$ cat src/rtl/addsub_chunked.sv
// Multi-cycle WIDTH-bit adder/subtractor: sums CHUNK bits per clock with a registered carry,
// and returns the result over a four-phase REQ/ACK handshake.
module addsub_chunked #(
    parameter int WIDTH = 24,
    parameter int CHUNK = 8
) (
    input  logic             CLK,
    input  logic             RST,
    input  logic [WIDTH-1:0] A,
    input  logic [WIDTH-1:0] B,
    input  logic             CIN,
    input  logic             SUB,
    input  logic             REQ,
    output logic [WIDTH-1:0] Z,
    output logic             COUT,
    output logic             OVF,
    output logic             ACK,
    output logic             BUSY
);

    localparam int NCHUNK = (WIDTH + CHUNK - 1) / CHUNK;
    localparam int LASTW  = WIDTH - (NCHUNK - 1) * CHUNK;
    localparam int IW     = (NCHUNK > 1) ? $clog2(NCHUNK) : 1;

    // ACK is the DONE bit of the state register itself, so it is glitch-free.
    typedef enum logic [1:0] {
        IDLE = 2'b00,
        CALC = 2'b01,
        DONE = 2'b10
    } state_t;

    state_t           state, state_next;
    logic [WIDTH-1:0] a_reg, b_reg, shadow, shadow_next;
    logic [IW-1:0]    idx;
    logic             carry_reg, carry_next, last_chunk, ovf_next;
    logic [CHUNK-1:0] a_chunk, b_chunk;
    logic [CHUNK:0]   chunk_sum;
    int               base;

    always_comb begin
        base       = int'(idx) * CHUNK;
        last_chunk = (idx == IW'(NCHUNK - 1));
        a_chunk    = CHUNK'(a_reg >> base);
        b_chunk    = CHUNK'(b_reg >> base);
        chunk_sum  = {1'b0, a_chunk} + {1'b0, b_chunk} + {{CHUNK{1'b0}}, carry_reg};
        // The last chunk may be narrower; its zero padding leaves the true carry at bit LASTW.
        carry_next  = last_chunk ? chunk_sum[LASTW] : chunk_sum[CHUNK];
        shadow_next = (shadow & ~(WIDTH'({CHUNK{1'b1}}) << base))
                    | (WIDTH'(chunk_sum[CHUNK-1:0]) << base);
        ovf_next    = (a_reg[WIDTH-1] ^ b_reg[WIDTH-1] ^ shadow_next[WIDTH-1]) ^ carry_next;

        state_next = state;
        case (state)
            IDLE:    if (REQ)        state_next = CALC;
            CALC:    if (last_chunk) state_next = DONE;
            DONE:    if (!REQ)       state_next = IDLE;
            default:                 state_next = IDLE;
        endcase
    end

    // NOTE: every register lives in this one clocked block and uses <=, so all of them
    // sample the same pre-edge values; the chunk arithmetic above is purely combinational.
    always_ff @(posedge CLK) begin
        if (RST) begin
            state     <= IDLE;
            a_reg     <= '0;
            b_reg     <= '0;
            shadow    <= '0;
            idx       <= '0;
            carry_reg <= 1'b0;
            Z         <= '0;
            COUT      <= 1'b0;
            OVF       <= 1'b0;
        end else begin
            state <= state_next;
            case (state)
                IDLE: if (REQ) begin
                    a_reg     <= A;
                    b_reg     <= SUB ? ~B : B;
                    carry_reg <= SUB ? 1'b1 : CIN;
                    idx       <= '0;
                end
                CALC: begin
                    shadow    <= shadow_next;
                    carry_reg <= carry_next;
                    idx       <= idx + IW'(1);
                    if (last_chunk) begin
                        Z    <= shadow_next;
                        COUT <= carry_next;
                        OVF  <= ovf_next;
                    end
                end
                default: ;
            endcase
        end
    end

    assign ACK  = state[1];
    assign BUSY = (state != IDLE);

endmodule

$ cat config.mk
export PLATFORM = sky130hd
export DESIGN_NAME = addsub_chunked
export DESIGN_NICKNAME = d
export VERILOG_FILES = /design/src/rtl/addsub_chunked.sv
export SDC_FILE = /design/constraint.sdc
export NUM_CORES = 1
export LEC_CHECK = 0
export CAP_MARGIN = 25
export CORE_MARGIN = 2
export CORE_UTILIZATION = 47
export CTS_CLUSTER_DIAMETER = 80
export DETAILED_ROUTE_END_ITERATION = 6
export PLACE_DENSITY = 0.76
export SLEW_MARGIN = 15
export SYNTH_ARGS = -nofsm -noshare
export SYNTH_HDL_FRONTEND = slang
export SYNTH_SLANG_ARGS = --single-unit
$ cat constraint.sdc
create_clock -name CLK -period 3.09 [get_ports CLK]
set_input_delay 0.618 -clock CLK [delete_from_list [all_inputs] [get_ports CLK]]
set_output_delay 0.618 -clock CLK [all_outputs]
set_load 0.02 [all_outputs]
======== Word-level counts from Yosys, hierarchy flattened ========
Cells that the tools add are included.
word-level totals
  register bits after elaboration ......... 103
  bits in latches ......................... 0
  RAM bits ................................ 0
  bits in read-only memories .............. 0
  input bits .............................. 53
  memories ................................ 0
operators by class
  add/sub/neg operators ................... 3
  multipliers ............................. 0
  divide/modulo/power cells ............... 0
  $lt $le $gt $ge ......................... 0
  equality and inequality tests ........... 6
  shifts and indexed selects .............. 4
  mux-type cells .......................... 10
  bitwise gates (word level) .............. 7
  reduce and logical (&&, ||, !) cells .... 7
operators with widths
  cell                                                 count
  inverter 24 bit                                      2
  right shift 24 x 5 -> 8 bit                          2
  bitwise AND 24 bit                                   1
  two-way mux 24 bit                                   1
  OR 24 bit                                            1
  left shift 8 x 5 -> 24 bit                           1
  left shift 8 x 5 -> 24 bit, first input constant     1
  adder 8 x 8 -> 9 bit                                 1
  adder 9 x 1 -> 9 bit                                 1
  two-way mux 2 bit                                    4
  != test 2 bit, second input constant                 3
  case mux 2 bit (3 select lines)                      1
  AND reduction 2 bit                                  3
  equality test 2 bit, second input constant           2
  case mux 2 bit (2 select lines)                      1
  nonzero test 2 bit                                   2
  AND reduction 3 bit                                  1
  XOR 1 bit                                            3
  adder 2 x 1 -> 2 bit, second input constant          1
  equality test 2 x 1 -> 1 bit, second input constant  1
  logical NOT 2 bit                                    1
  two-way mux 1 bit                                    2
  case mux 1 bit (2 select lines)                      1

======== Depth between registers and ports, before layout ========
Gate-level depths: netlist of run 1.
  depth after elaboration ................. 7
  gate-level depth with buffers ........... 14
  mapped depth without buffers ............ 12

======== Worst setup path before layout of run 1 ========
No wires, ideal clock.
  kind .................................... register -> register
  from .................................... reg idx[0]
  to ...................................... reg OVF
  library setup time ...................... 0.123 ns
  arrival time ............................ 2.852 ns
  path slack .............................. 0.115 ns
  cell stages (with the launch flop) ...... 15
  buffers on the path ..................... 2
  period minus slack after synthesis ...... 2.975 ns
  path through ............................ dfxtp_1 > buf_2 > buf_2 > mux2i_1 > nor2_1 > a31oi_1 > fa_1 > inv_1 > fa_1 > a21o_1 > a221oi_2 > nor2b_1 > mux2i_1 > a211oi_1 > nor3_2
on the way
  cells in the longest elaborated chain, start to end .. 7
  elaborated cells on any way between the ends .. 13
  classes of those cells .................. add/sub: 2; eq/ne: 1; shift: 4; bitwise: 5; reduce/logical: 1
RTL lines
  element                                         RTL line  RTL
  start: declaration                              34        logic [IW-1:0] idx;
  start signal: assignment                        86        idx <= idx + IW'(1);
  right shift 24 x 5 -> 8 bit (on tied branches)  43, 44
  adder 8 x 8 -> 9 bit                            45        chunk_sum = {1'b0, a_chunk} + {1'b0, b_chunk} + {{CHUNK{1'b0}}, carry_reg};
  adder 9 x 1 -> 9 bit                            45
  left shift 8 x 5 -> 24 bit                      49        | (WIDTH'(chunk_sum[CHUNK-1:0]) << base);
  OR 24 bit                                       49
  XOR 1 bit (2 in a row)                          50        ovf_next = (a_reg[WIDTH-1] ^ b_reg[WIDTH-1] ^ shadow_next[WIDTH-1]) ^ carry_next;
  end signal: assignment                          90        OVF <= ovf_next;
  end: declaration                                16        output logic OVF,
Parallel ways exist; a longest one is shown, timed or not.
A chain may end at the register's enable or synchronous reset.

======== Worst setup path in the final report of run 1 ========
Ends and elaborated chain as after synthesis.

==> run summary, run 1 <==
The number of register bits inferred by synthesis is 95. In the final design database the tool counted 645 nets. The total congestion overflow after global routing is 0. The buffers inserted during post-CTS setup optimization came out at 0. The number of enable flip-flop cells after synthesis is 0. The transition time at the pin with the least slew margin came out at between 0.7 and 0.8 ns. Among all cell types in the netlist, the one instantiated most often is sky130_fd_sc_hd__dfxtp_1. The yosys synthesis warning count is 0. The total placed cells including tap cells came out at 680.

From synthesis to final layout, the design area changed by 25.7%. The area of the die is 10100 um^2. sky130_fd_sc_hd__dfxtp_1 takes more of the synthesized area than any other cell. The peak clock frequency supported by timing is about 0.36 GHz. Once detail routing completed, the nets flagged for antenna violations numbered 0. The worst setup path is of the flop to flop kind. The flow ran to the end, and the final reports show no timing, DRC or antenna violations.

On the final layout, the worst clock skew is 0.0143 ns. The required time of the critical path is roughly 3.3 ns. The multi-input combinational cell area is roughly 2300 um^2. The height of the die came out at 101 um. The cell sitting at the root of the clock tree is a sky130_fd_sc_hd__clkbuf_8. The final critical-path share of the clock period is 0.912. The number of nets produced by synthesis is 583. Power spread over the standard cell area amounts to between 500 and 600 nW/um^2.

After clock tree synthesis, the clock-pin slew on the worst setup and hold paths is 0.09 ns. TritonCTS created 9 clock buffers. The via count of the routed design came out at 3782. Once layout is complete, the cells apart from fillers number 695. VDD sags by at most between 0.2 and 0.3 mV. The number of hold buffers added after cts is 0. Headroom to the max-slew limit came out at 0.504. The initial core utilization is 0.480.

Sorting the synthesized cells by area gives the leading types as sky130_fd_sc_hd__dfxtp_1, sky130_fd_sc_hd__nor2_1, sky130_fd_sc_hd__nand2_1, sky130_fd_sc_hd__xnor2_1, sky130_fd_sc_hd__a211oi_1. In the final layout, flip-flops and latches occupy between 1500 and 2000 um^2. Along the worst path, the maximum fanout reaches 9. The number of remaining DRC errors is 0.

The count of antenna diodes in the layout came out at 0. In this run, the number of DRC markers left after iteration 0 of detailed routing was 97. The count of input and output buffers is 80. The area fraction of the dominant cell type after synthesis is 0.433. Setup violations remaining at the end of the flow were counted as 0. The setup TNS after final layout is 0 ns. The worst setup path is captured at a flop. The initial antenna violation count was 0. Setup repair after global routing left no endpoint under its margin.

The final hold violation count is 0. The static leakage power is roughly 2 nW. The total wire length came out at 10.3 mm.

The pin count of the biggest net entering global routing is 76. The mean post-synth cell area came out at 8.49 um^2. The maximum number of buffers from clock root to sink is 2.

The chip width is between 100 and 150 um. For this run, asynchronously set or reset flops after synthesis account for 0. The worst-skew pair later-pin latency came out at between 0.3 and 0.4 ns. TritonCTS built the clock tree.

The min-delay analysis places its worst path in the category flop to flop. Of the cells placed in the final design, the portion with a size suffix greater than 1 is 0.0702. Across the run, the number of max-cap violations was 0. The filler cells instantiated in the layout total 850. Among all flip-flop cells after synthesis, the most frequent one is sky130_fd_sc_hd__dfxtp_1. In this run the core area contains 35 standard-cell rows. The wire length per cell after detailed routing is about 15 um. The startpoint class of the critical path is a flop. After synthesis, the most frequently instantiated cells are sky130_fd_sc_hd__dfxtp_1, sky130_fd_sc_hd__nor2_1, sky130_fd_sc_hd__nand2_1, sky130_fd_sc_hd__a21oi_1, sky130_fd_sc_hd__a211oi_1. The via count of the first global-routing pass came to ~3500. Using the TritonRoute via totals, the vias-per-cell ratio works out to between 5 and 6. The first global-routing pass estimated 16.8 mm of wire. The max-slew violation count came out at 0. The mapped cell area is 4400 um^2. The last weighted congestion value of the routability-driven placer came out at roughly 0.9. The tree built by TritonCTS fans out to 95 sinks.

The half-perimeter wire length of the detailed placement result came out at 7.51 mm. The global router's overall resource usage came out at 0.206. The arrival time reported for the critical path endpoint is between 3 and 4 ns. The sequential element share of the synthesized area is 0.433. The pre-antenna-repair detailed-routing pass consisted of 4 iterations. The number of instances in the synthesized netlist is just over 500. The shortest period the worst path allows came out at roughly 2.8 ns.

The count of cell types in the netlist is 43. The core box area came out at between 9000 and 10000 um^2. CTS built an H-tree with a depth of 3. between 80 and 90 I/O pins were placed.
-- cells by family (layout without fill, tap and decap cells) --
kind of cell             count (synthesis)  count (layout)  share of synthesized area
flip-flops                              95              95                      0.433
multiplexers                            17              17                     0.0387
buffers and inverters                   49             115                     0.0447
AND/OR/NAND/NOR                        181             181                      0.172
adder cells (fa/ha/maj)                 12              12                     0.0376
XOR/XNOR                                32              32                     0.0655
AO/OA/AOI/OAI                          132             132                      0.209
-- stage by stage --
step / util / hold slack (ns) / worst slack (ns) / power [mW] / instance area [um^2]
6_report: 0.604 / 0.461 / 0.273 / 2.84 / 5530
5_1_grt: 0.604 / 0.476 / 0.0298 / 2.95 / 5530
4_1_cts: 0.602 / 0.462 / 0.0948 / 2.84 / 5510
3_5_place_dp: 0.577 / 0.450 / 0.115 / 1.93 / 5290
3_3_place_gp: 0.577 / 0.444 / 0.205 / 1.91 / 5290
2_1_floorplan: - / 0.436 / 0.115 / 1.73 / 4400
-- placed cells by master (no fill, tap or decap), types with 2 or more instances in the layout --
| cell | instances |
|---|---|
| sky130_fd_sc_hd__fa_1 | 2 |
| sky130_fd_sc_hd__bufinv_16 | 2 |
| sky130_fd_sc_hd__o21ai_0 | 3 |
| sky130_fd_sc_hd__inv_1 | 7 |
| sky130_fd_sc_hd__ha_1 | 10 |
| sky130_fd_sc_hd__buf_12 | 2 |
| sky130_fd_sc_hd__and3_1 | 2 |
| sky130_fd_sc_hd__a21oi_1 | 36 |
| sky130_fd_sc_hd__clkdlybuf4s50_1 | 79 |
| sky130_fd_sc_hd__nor3_2 | 2 |
| sky130_fd_sc_hd__o31ai_1 | 2 |
| sky130_fd_sc_hd__nand3_1 | 3 |
| sky130_fd_sc_hd__xnor2_1 | 30 |
| sky130_fd_sc_hd__nor3_1 | 15 |
| sky130_fd_sc_hd__a22oi_1 | 21 |
| sky130_fd_sc_hd__a21o_1 | 2 |
| sky130_fd_sc_hd__nand2b_1 | 3 |
| sky130_fd_sc_hd__nand3b_1 | 2 |
| sky130_fd_sc_hd__mux2i_1 | 17 |
| sky130_fd_sc_hd__a211oi_1 | 33 |
| sky130_fd_sc_hd__o22ai_1 | 14 |
| sky130_fd_sc_hd__clkbuf_8 | 11 |
| sky130_fd_sc_hd__a221oi_1 | 9 |
| sky130_fd_sc_hd__a31oi_1 | 2 |
| sky130_fd_sc_hd__dfxtp_1 | 94 |
| sky130_fd_sc_hd__nor2_1 | 76 |
| sky130_fd_sc_hd__a221oi_2 | 2 |
| sky130_fd_sc_hd__nand2_1 | 71 |
| sky130_fd_sc_hd__buf_4 | 10 |
| sky130_fd_sc_hd__nor2b_1 | 2 |
-- routing by layer --
metal | wire length [um] | track usage | up-vias
met5 | 0 | 0 | -
met2 | 5120 | 0.362 | 83
met4 | 106 | 0.0622 | 0
met3 | 453 | 0.0298 | 10
li1 | - | - | 1933
met1 | 4600 | 0.263 | 1756
-- cell type report --
class,count,area share
clock buffer,11,0.0274
tap,111,0.0251
clock inverter,4,0.0140
timing repair buffer,92,0.165
multi-input combinational,374,0.419
inverter,8,0.00543
sequential,95,0.344
-- report_power, final --
part	total [mW]	internal [mW]	leakage (nW)	switching, mW
combinational	0.563	0.247	1.11	0.316
clock	0.936	0.500	0.116	0.435
sequential	1.34	1.29	0.777	0.0442
-- worst paths after layout --
path,start,to,slack (ns),depth (start not counted)
setup / recovery,idx[0],OVF,0.27,12
hold reg to reg,a_reg[14],a_reg[14],0.46,2
hold / removal,a_reg[14],a_reg[14],0.46,2
setup reg to reg,idx[0],OVF,0.27,12
-- critical path, stage by stage (launching register included) --
cell and delay [ns]:
sky130_fd_sc_hd__dfxtp_2 0.44, sky130_fd_sc_hd__buf_4 0.18, sky130_fd_sc_hd__inv_2 0.08, sky130_fd_sc_hd__a31oi_1 0.22
sky130_fd_sc_hd__fa_1 0.22, sky130_fd_sc_hd__inv_1 0.05, sky130_fd_sc_hd__fa_1 0.40, sky130_fd_sc_hd__a21o_1 0.22
sky130_fd_sc_hd__a221oi_4 0.30, sky130_fd_sc_hd__nor2b_1 0.11, sky130_fd_sc_hd__mux2i_1 0.15, sky130_fd_sc_hd__a211oi_1 0.26
sky130_fd_sc_hd__nor3_2 0.07
-- timing repair --
action                                  in CTS  in global routing
hold endpoints to repair                     0                  0
gates resized for setup                      0                  2
endpoints found under the setup margin       0                 10
(Power assumes the default switching activity.)
==> inputs of run 2 (changes only) <==
--- a/config.mk
+++ b/config.mk
@@ -11,7 +11,7 @@
 export CTS_CLUSTER_DIAMETER = 80
 export DETAILED_ROUTE_END_ITERATION = 6
 export PLACE_DENSITY = 0.76
-export SLEW_MARGIN = 15
+export SLEW_MARGIN = 20
 export SYNTH_ARGS = -nofsm -noshare
 export SYNTH_HDL_FRONTEND = slang
 export SYNTH_SLANG_ARGS = --single-unit
==> results of run 2 <==
Same layout as run 1: the final DEF is identical, and so are final timing and power.
==> inputs of run 3 (changes only) <==
--- a/config.mk
+++ b/config.mk
@@ -7,10 +7,12 @@
 export LEC_CHECK = 0
 export CAP_MARGIN = 25
 export CORE_MARGIN = 2
-export CORE_UTILIZATION = 47
+export CORE_UTILIZATION = 57
 export CTS_CLUSTER_DIAMETER = 80
 export DETAILED_ROUTE_END_ITERATION = 6
-export PLACE_DENSITY = 0.76
+export DONT_BUFFER_PORTS = 1
+export PLACE_DENSITY = 0.75
+export REMOVE_ABC_BUFFERS = 1
 export SLEW_MARGIN = 20
 export SYNTH_ARGS = -nofsm -noshare
 export SYNTH_HDL_FRONTEND = slang
==> run 3 against run 2 <==
Worst setup slack worse by 0.034 ns. Clock power down 20%. Sequential share of layout area is 6.9 points higher. Maximum frequency fell by 1.2%. Critical endpoint unchanged. Largest power group unchanged.
==> run summary, run 3 (same netlist as run 1, synthesis figures left out) <==
The run finished with clean final reports. The maximum number of buffers from clock root to sink is 2 (unchanged). The height of the die is 91.8 um (-8.8%). The final hold violation count came out at 0 (unchanged). The shortest period the worst path allows came out at 2.85 ns (+0.0341 ns). The library cells used most frequently in the layout, excluding fill and tap cells, are sky130_fd_sc_hd__dfxtp_1, sky130_fd_sc_hd__nor2_1, sky130_fd_sc_hd__nand2_1, sky130_fd_sc_hd__a21oi_1, sky130_fd_sc_hd__a211oi_1.

The number of instances on the worst hold path came to 1 (-1). The wire length per cell after detailed routing is 15.3 um (+3.2%). The startpoint class of the critical path is a flop. The max-slew violation count is 0 (unchanged).

The total clock buffers created by CTS was 9 (unchanged). The worst register-to-register path ends at OVF. The worst-skew pair later-pin latency is 0.37 ns (about the same). The max-cap violation count came out at 0 (unchanged). The DRC violation total after the first TritonRoute iteration is 130 (+34%). The area of the die came out at 8430 um^2 (-17%).

The clock sink total came out at 95 (unchanged). The number of levels the H-tree was split into is 3 (unchanged). The relative slew slack is 0.542 (+0.0383). The final standard cell count with taps included and fillers excluded was 604 (-13%). The net count of the finished layout came out at 562 (-13%). The final setup violation count came out at 0 (unchanged). The last weighted congestion value of the routability-driven placer was 0.780 (-14%). The power density of the placed cells came out at 550 nW/um^2 (+7.1%).

The via density per instance came out at 5.73 (+5.4%). The half-perimeter wire length of the detailed placement result was 6.33 mm (-16%). The area added between synthesis and finish came out at 4.81%. The total congestion overflow after global routing is 0 (unchanged).

The largest individual stage delay along the critical path comes from the cell sky130_fd_sc_hd__dfxtp_2. Setup repair after global routing left no endpoint under its margin. The stage delay of the slowest cell on the critical path is 0.41 ns (-0.03 ns). In this run the worst hold path is classified as input pin to flop. The tree is rooted in a sky130_fd_sc_hd__clkbuf_8. The initial core utilization was 0.578 (+0.0976). The global router's overall resource usage came out at 0.226 (+0.0196). The library cell used most frequently in the layout, excluding fill and tap cells, is sky130_fd_sc_hd__dfxtp_1. The total iterations of the first detailed-routing run came out at 5 (+1). The kind of end point of the critical path is a flop. The origin of the worst min-delay path is RST. The number of nets with antenna violations after detailed routing is 0 (unchanged).

The critical path buffer and inverter count came out at 1 (-2). The chip width is 91.8 um (-8.8%). The fraction of final layout cells with drive strength greater than 1 is 0.0717 (+0.00151).

The final critical-path share of the clock period is 0.923 (+0.0111). The setup TNS after final layout is 0 ns (unchanged). The pin count of the biggest net entering global routing is 97 (+28%). The clock tree skew after final layout came to 0.0149 ns (+0.000596 ns). The total wire length was 9.22 mm (-10%).

The total placed cells including tap cells is 588 (-14%). The worst setup path is of the flop to flop kind. The via count of the routed design came out at 3463 (-8.4%). The worst register-to-register path begins at idx[0]. The highest fanout seen on the critical path came out at 6 (-3). The via count of the first global-routing pass is 3290 (-7.0%). The cell family contributing the most delay on the critical path is compound AO/OA/AOI/OAI gates. The number of standard-cell rows in the floorplan was 32 (-8.6%). The signal on the critical path passes through mux2i_1 > nor2_1 > a31oi_1 > fa_1 > inv_1 > fa_1 > a21o_1 > a221oi_2 > nor2b_1 > mux2i_1 > a211oi_1 > nor3_2.

The number of remaining DRC errors is 0 (unchanged). The required time of the critical path is 3.34 ns (about the same). The post-layout utilization of the core came out at 0.606 (+0.00193). The worst hold path endpoint is shadow[10]. The worst voltage drop across the vdd grid is 0.250 mV (-0.31%). The wire length of the first global-routing pass came out at 15.4 mm (-8.3%). The peak clock frequency supported by timing came out at 0.351 GHz (-1.2%). The core box area is 7610 um^2 (-17%). The static leakage power is 1.65 nW (-17%). The slack of the worst reg-to-reg path came out at 0.24 ns (-0.03 ns).

The initial antenna violation count came out at 0 (unchanged). The number of I/O pins is 81 (unchanged). The clock transition at the registers of the reported paths came out at 0.09 ns (about the same). The number of cell instances on the worst register-to-register path was 12 (unchanged). The arrival time reported for the critical path endpoint is 3.11 ns (+0.04 ns).

The cell area after placement is 4430 um^2 (-16%). The transition time at the pin with the least slew margin came out at 0.687 ns (-0.0575 ns). The count of input and output buffers is 0 (-100%). The count of antenna diodes in the layout is 0 (unchanged). TritonCTS built the clock tree. The design area was 4610 um^2 (-17%).
[run 3: cell count changes in the layout (fill, tap and decap cells not counted), sizes merged]
cell           change
bufinv             -2
inv                -1
clkinvlp           +1
clkdlybuf4s50     -79
clkinv             +1
clkbuf             +2
buf                -4
[run 3: worst max-delay path by stage]
stage	from	endpoint	slack [ns]	cells after the start
after global routing	idx[0]	OVF	0.05	12
final	idx[0]	OVF	0.24	12
after floorplan	REQ	b_reg[0]	-2.02	2
after global placement	idx[0]	OVF	0.32	12
after CTS	idx[0]	OVF	0.15	12
after detailed placement	idx[0]	OVF	0.18	12
[run 3: cell type report]
cell class                      instances  area [um^2]
Inverter                                8         30.0
Timing Repair Buffer                    9         67.6
Clock buffer                           13          159
Fill cell                             711         3000
Clock inverter                          3         17.5
Sequential cell                        95         1900
Multi-Input combinational cell        374         2300
Tap cell                              102          128
[run 3: stage by stage]
stage / setup WS (ns) / hold slack, ns / power [mW]
CTS: 0.147 / 0.306 / 2.55
global placement: 0.318 / 0.436 / 1.80
global route: 0.0492 / 0.298 / 2.66
floorplan: -2.02 / 0.430 / 1.71
finish: 0.239 / 0.314 / 2.53
detailed placement: 0.181 / 0.441 / 1.81
[run 3: per-layer routing]
layer	global-route usage	share of wire	vias to the layer above
met5	0	0	-
met4	0.0933	0.019	0
met1	0.277	0.44	1590
met3	0.0518	0.059	16
met2	0.382	0.49	93
li1	-	-	1764
[run 3: repair_timing]
| action | in CTS | in global routing |
|---|---|---|
| resized for setup | 0 | 2 |
| setup endpoints to repair | 0 | 2 |
| setup buffers | 0 | 0 |
| hold buffers | 0 | 0 |
| hold endpoints to repair | 0 | 0 |
[run 3: power by group]
part | total (mW) | internal [mW] | leakage, nW | switching [mW]
combinational | 0.442 | 0.180 | 0.787 | 0.262
clock | 0.752 | 0.335 | 0.0894 | 0.417
sequential | 1.34 | 1.29 | 0.777 | 0.0459
[run 3: worst register-to-register path, stage by stage, from the launching register on]
cell                       delay (ns)
sky130_fd_sc_hd__dfxtp_2         0.41
sky130_fd_sc_hd__mux2i_1         0.21
sky130_fd_sc_hd__nor2_1          0.05
sky130_fd_sc_hd__a31oi_1         0.22
sky130_fd_sc_hd__fa_1            0.23
sky130_fd_sc_hd__inv_1           0.06
sky130_fd_sc_hd__fa_1            0.39
sky130_fd_sc_hd__a21o_1          0.19
sky130_fd_sc_hd__a221oi_2        0.33
sky130_fd_sc_hd__nor2b_1         0.12
sky130_fd_sc_hd__mux2i_1         0.15
sky130_fd_sc_hd__a211oi_1        0.29
sky130_fd_sc_hd__nor3_2          0.07
